## src/rtl/conv_pkg.sv

```systemverilog
// Purpose: shared constants for the convolution datapath (loader, weight_register, convolver).
// Latency: n/a (package only).
// Backpressure: n/a (package only).
package conv_pkg;

   // Loader controller state encoding
   localparam logic [1:0] FILL    = 2'd0;
   localparam logic [1:0] PENDING = 2'd1;
   localparam logic [1:0] COMMIT  = 2'd2;

   // Default kernel geometry shared by weight_register and the convolver
   localparam int KERNEL_N     = 9;
   localparam int WEIGHT_WIDTH = 16;

endpackage

```

## src/rtl/weight_shadow_buffer.sv

```systemverilog
// Purpose: N-slot shadow array; one indexed word write per cycle, all slots visible as a flat bus.
// Latency: a word written at edge E appears on data_o right after E.
// Backpressure: none; always accepts the write it is given.
// Ports: clock/reset (async active-low), wr_en_i/wr_idx_i/wr_dat_i write port,
//        data_o flattened slots, slot k at [k*DATA_WIDTH +: DATA_WIDTH].
module weight_shadow_buffer
   import conv_pkg::*;
#(
   parameter int N          = KERNEL_N,
   parameter int DATA_WIDTH = WEIGHT_WIDTH,
   parameter int IDX_WIDTH  = $clog2(N + 2)
) (
   input  logic                    clock,
   input  logic                    reset,
   input  logic                    wr_en_i,
   input  logic [IDX_WIDTH-1:0]    wr_idx_i,
   input  logic [DATA_WIDTH-1:0]   wr_dat_i,
   output logic [N*DATA_WIDTH-1:0] data_o
);

   logic [DATA_WIDTH-1:0] slot_q [N];

   always_ff @(posedge clock or negedge reset) begin
      if (!reset) begin
         for (int k = 0; k < N; k++) begin
            slot_q[k] <= '0;
         end
      end else if (wr_en_i) begin
         for (int k = 0; k < N; k++) begin
            if (wr_idx_i == IDX_WIDTH'(k)) begin
               slot_q[k] <= wr_dat_i;
            end
         end
      end
   end

   for (genvar g = 0; g < N; g++) begin : g_flat
      assign data_o[g*DATA_WIDTH +: DATA_WIDTH] = slot_q[g];
   end

endmodule

```

## src/rtl/weight_loader.sv

```systemverilog
// Purpose: collects N weight words into a shadow buffer and commits them to weight_register when the convolver is idle.
// Latency: write strobe 2 cycles after the last word is accepted (longer while conv_busy holds it in PENDING).
// Backpressure: s_ready low outside FILL, during clear and during reset; no words are taken while a kernel awaits commit.
// Ports: clock, reset (async active-low), clear (sync abort), s_valid/s_data/s_ready word stream,
//        conv_busy commit gate, write + weight_write to weight_register, fill_count, loaded, error.
// Optional: WEIGHT_LOADER_CHECKSUM_EN adds a trailing checksum word (sum of weights mod 2^DATA_WIDTH);
//           a mismatch pulses error and discards the kernel. Undefined: error is tied low.
module weight_loader
   import conv_pkg::*;
#(
   parameter  int N          = KERNEL_N,
   parameter  int DATA_WIDTH = WEIGHT_WIDTH,
   localparam int CNT_WIDTH  = $clog2(N + 2)
) (
   input  logic                    clock,
   input  logic                    reset,
   input  logic                    clear,
   input  logic                    s_valid,
   input  logic [DATA_WIDTH-1:0]   s_data,
   output logic                    s_ready,
   input  logic                    conv_busy,
   output logic                    write,
   output logic [N*DATA_WIDTH-1:0] weight_write,
   output logic [CNT_WIDTH-1:0]    fill_count,
   output logic                    loaded,
   output logic                    error
);

`ifdef WEIGHT_LOADER_CHECKSUM_EN
   localparam int LAST_IDX = N;      // checksum word follows the N weights
`else
   localparam int LAST_IDX = N - 1;
`endif
   localparam logic [CNT_WIDTH-1:0] LAST  = CNT_WIDTH'(LAST_IDX);
   localparam logic [CNT_WIDTH-1:0] NSLOT = CNT_WIDTH'(N);

   logic [1:0]           state_q, state_d;
   logic [CNT_WIDTH-1:0] cnt_q, cnt_d;
   logic                 loaded_q, loaded_d;
   logic                 accept;
   logic                 wr_en;
   logic                 csum_bad;

   assign accept = s_valid && s_ready;
   // Only weight words land in the buffer; the checksum word is not stored.
   assign wr_en  = accept && (cnt_q < NSLOT);

`ifdef WEIGHT_LOADER_CHECKSUM_EN
   logic [DATA_WIDTH-1:0] sum_q, sum_d;
   logic                  err_q, err_d;

   assign csum_bad = (s_data != sum_q);

   // Restarting the sum on word 0 avoids clearing it on every path back to FILL.
   always_comb begin
      sum_d = sum_q;
      if (wr_en) begin
         sum_d = (cnt_q == '0) ? s_data : sum_q + s_data;
      end
   end

   assign err_d = accept && (cnt_q == LAST) && csum_bad;

   always_ff @(posedge clock or negedge reset) begin
      if (!reset) begin
         sum_q <= '0;
         err_q <= 1'b0;
      end else begin
         sum_q <= sum_d;
         err_q <= err_d;
      end
   end

   assign error = err_q;
`else
   assign csum_bad = 1'b0;
   assign error    = 1'b0;
`endif

   // State register
   always_ff @(posedge clock or negedge reset) begin
      if (!reset) begin
         state_q  <= FILL;
         cnt_q    <= '0;
         loaded_q <= 1'b0;
      end else begin
         state_q  <= state_d;
         cnt_q    <= cnt_d;
         loaded_q <= loaded_d;
      end
   end

   // Next-state logic
   always_comb begin
      state_d  = state_q;
      cnt_d    = cnt_q;
      loaded_d = loaded_q;
      case (state_q)
         FILL: begin
            if (clear) begin
               cnt_d    = '0;
               loaded_d = 1'b0;
            end else if (accept) begin
               if (cnt_q == LAST) begin
                  if (csum_bad) begin
                     cnt_d = '0;
                  end else begin
                     cnt_d   = cnt_q + 1'b1;
                     state_d = PENDING;
                  end
               end else begin
                  cnt_d = cnt_q + 1'b1;
               end
            end
         end
         PENDING: begin
            if (clear) begin
               state_d  = FILL;
               cnt_d    = '0;
               loaded_d = 1'b0;
            end else if (!conv_busy) begin
               state_d = COMMIT;
            end
         end
         COMMIT: begin
            // The strobe always completes; a clear seen here lands on the exit edge.
            state_d  = FILL;
            cnt_d    = '0;
            loaded_d = !clear;
         end
         default: begin
            state_d = FILL;
            cnt_d   = '0;
         end
      endcase
   end

   // Outputs
   always_comb begin
      s_ready = (state_q == FILL) && !clear && reset;
      write   = (state_q == COMMIT);
   end

   assign fill_count = cnt_q;
   assign loaded     = loaded_q;

   weight_shadow_buffer #(
      .N          (N),
      .DATA_WIDTH (DATA_WIDTH),
      .IDX_WIDTH  (CNT_WIDTH)
   ) u_shadow (
      .clock    (clock),
      .reset    (reset),
      .wr_en_i  (wr_en),
      .wr_idx_i (cnt_q),
      .wr_dat_i (s_data),
      .data_o   (weight_write)
   );

endmodule

```

## config.mk

```make
export PLATFORM = sky130hd
export DESIGN_NAME = weight_loader
export DESIGN_NICKNAME = d
export VERILOG_FILES = /design/src/rtl/conv_pkg.sv /design/src/rtl/weight_shadow_buffer.sv /design/src/rtl/weight_loader.sv
export SDC_FILE = /design/constraint.sdc
export NUM_CORES = 1
export LEC_CHECK = 0
export CAP_MARGIN = 20
export CORE_ASPECT_RATIO = 1.2
export CORE_MARGIN = 2
export CORE_UTILIZATION = 51
export CTS_CLUSTER_SIZE = 8
export DETAILED_ROUTE_END_ITERATION = 16
export PLACE_DENSITY = 0.95
export SYNTH_ARGS = -nofsm -noshare
export SYNTH_HDL_FRONTEND = slang
export SYNTH_SLANG_ARGS = --single-unit
```

## constraint.sdc

```tcl
create_clock -name clock -period 2.85 [get_ports clock]
set_input_delay 0.57 -clock clock [delete_from_list [all_inputs] [get_ports clock]]
set_output_delay 0.57 -clock clock [all_outputs]
set_load 0.05 [all_outputs]
```

==> out/metrics.cfg <==
[yosys]
synth_area_leader_cell = dfrtp_1
synth_seq_cells = 151
seq_area_frac_synth_pct = 62.3
synth_area_um2 = 6060
syn-num-nets = 380
postSynthCellCount = 354
ys.warnings.count = 0
syn-mean-instance-area_um2 = 17.1
synth_area_leaders = dfrtp_1 (62%), mux2_2 (19%), mux2_4 (9.9%), nand4_4 (1.4%), ha_1 (1.0%)
ys_types = 29
synth_top_area_share_pct = 62.3

[die]
chipHeight_um = 123
die_x_um = 104
start_util_pct = 52.4
core_area_um2 = 11600
io_pins = 173
row_count = 43
dieArea_um2 = 12800

[power_and_ir_drop]
max-vdd-ir-drop_mv = 0.520
p_leak_nw = 4.17
power.total_mw = 5.95
pwr_density_cell_nw_per_um2 = 688

[clock_network]
clk_latency_ns = 0.40
cts_tree = built
hold_buffers = 0
clock_sinks = 151
clk_root_buffer_cell = clkbuf_16
cts_resized = 0
numCtsBuffers = 17
htreeDepth = 4
clk_pin_slew_ns = 0.06
cts_buffer_depth = 2
post_cts_buffers = 0

[hold_path]
min_path_type = in -> async

[worst_setup_path]
cp_max_fo = 14
critical_path_buf_inv_count = 3
worst_setup_path_start_kind = input port
arrival_ns = 2.01
crit_family = buffers and inverters
end_kind = output port
cp_slowest_cell = or4b_4
slowest_delay_ns = 0.61
required_ns = 2.28
critPathKind = in -> out
cp_cell_sequence = clkdlybuf4s50_1 -> or4b_4 -> inv_6 -> buf_12

[timing]
worstMarginPinSlew_ns = 0.789
finalSetupTns_ns = 0
min_period_ns = 2.58
fmax_ghz = 0.388
skew_ns = 0.00539
hold_violations = 0
period_share_pct = 90.4
max_slew_margin_pct = 47.4
report.final.slew_viol_count = 0
setup_viol = 0
rsz0062_at_grt = no

[global_routing]
overflow = 0
grt_max_degree = 152
first_global_vias = 4140
antenna_found_initial = 0
grt_usage_pct = 24.8
grt_pass1_wl_mm = 24.0

[final_layout]
utilization_pct = 74.7
stdcell_area_um2 = 8640
syn2layout_area_growth_pct = 42.6
diodes = 0
drive_gt1_share_pct = 36.5
num-fill-cells = 698
finalNetCount = 572

[placed_design]
dpl-instance-area_um2 = 8010
port-buffer-count = 171
gp_congestion = 0.798
dp_hpwl_mm = 10.4

[outcome]
outcome = finished, final reports clean

[routing]
drtIter0Drc = 145
drt-vias-per-instance = 5.30
drt-total-wl_mm = 15.4
firstDrtPassIters = 4
routed-via-count = 3796
wire_per_inst_um = 21.5
drc = 0
ant_nets = 0

[run]
cap_viol_max_count = 0

[placed cells by master (no fill, tap or decap), types with 4 or more instances in the layout]
cell and count:
bufinv_16 4, ha_1 5, clkbuf_16 17, mux2_2 104, nand3_1 5, nand4_4 4, o21ai_0 4, inv_6 4
mux2_4 40, nor2_1 4, nand4_2 4, buf_4 13, clkdlybuf4s50_1 169, dfrtp_1 151
[per-layer routing]
metal  vias up  GRT usage [%]  wire length (um)
li1       1651              -                 -
met1      2007           30.3              6280
met2       126           44.2              8190
met3        12           6.27               757
met4         0           7.09               168
met5         -              0                 0
[state kept, by name, indices dropped and copies added (netlist names)]
name	count
loaded	1
fill_count	4
u_shadow.data_o	144
state_q	2
[power breakdown]
group | total (mW) | leakage, nW | internal, mW | switching [mW]
clock | 2.39 | 0.314 | 1.51 | 0.885
sequential | 2.39 | 2.05 | 2.29 | 0.0991
combinational | 1.16 | 1.81 | 0.402 | 0.762
[logic make-up after synthesis]
group	after synthesis	synth area share, %
flops	151	62.3
mux	146	29.6
simple gates	28	4.31
buf+inv	17	2.19
compound gates	6	0.537
fa+ha+maj	5	1.03
other cells	1	0.0618
[stage by stage]
stage          std cells  hold slack (ns)  worst slack [ns]
6_report             716            0.312             0.273
2_1_floorplan        354            0.274             0.670
3_3_place_gp         684            0.487             0.193
4_1_cts              716            0.363             0.268
5_1_grt              716            0.383             0.230
3_5_place_dp         684            0.493             0.126
[cell usage after synthesis]
library cell,number
dfrtp_1,151
mux2_2,104
mux2_4,40
buf_2,5
buf_6,5
ha_1,5
nand3_1,5
nand4_2,4
nand4_4,4
nor2_1,4
o21ai_0,4
inv_1,3
mux2i_1,2
nand2_1,2
nor2b_1,2
a21oi_1,1
a22oi_1,1
and4b_1,1
buf_12,1
buf_4,1
clkbuf_1,1
conb_1,1
inv_6,1
nand3_4,1
nor3_1,1
nor3b_1,1
or2_2,1
or3_1,1
or4b_4,1
[cell type report]
cell class,count,area (um^2),share of cell area [%]
tap,157,196,2.27
multi-input combinational,186,2150,24.9
clock inverter,13,194,2.24
sequential,151,3780,43.7
timing repair buffer,186,1860,21.5
clock buffer,19,443,5.12
inverter,4,20.0,0.232
[path summary, 6_finish.rpt]
kind	start	endpoint	slack [ns]	cells past startpoint
max	clear	s_ready	0.27	4
min	reset	u_shadow.data_o[122]	0.31	2
max reg2reg	state_q[0]	u_shadow.data_o[12]	0.77	5
min reg2reg	u_shadow.data_o[25]	u_shadow.data_o[25]	0.50	1
max in group asynchronous	reset	u_shadow.data_o[2]	1.94	2
min in group clock	u_shadow.data_o[25]	u_shadow.data_o[25]	0.50	1
(Power assumes the default switching activity.)
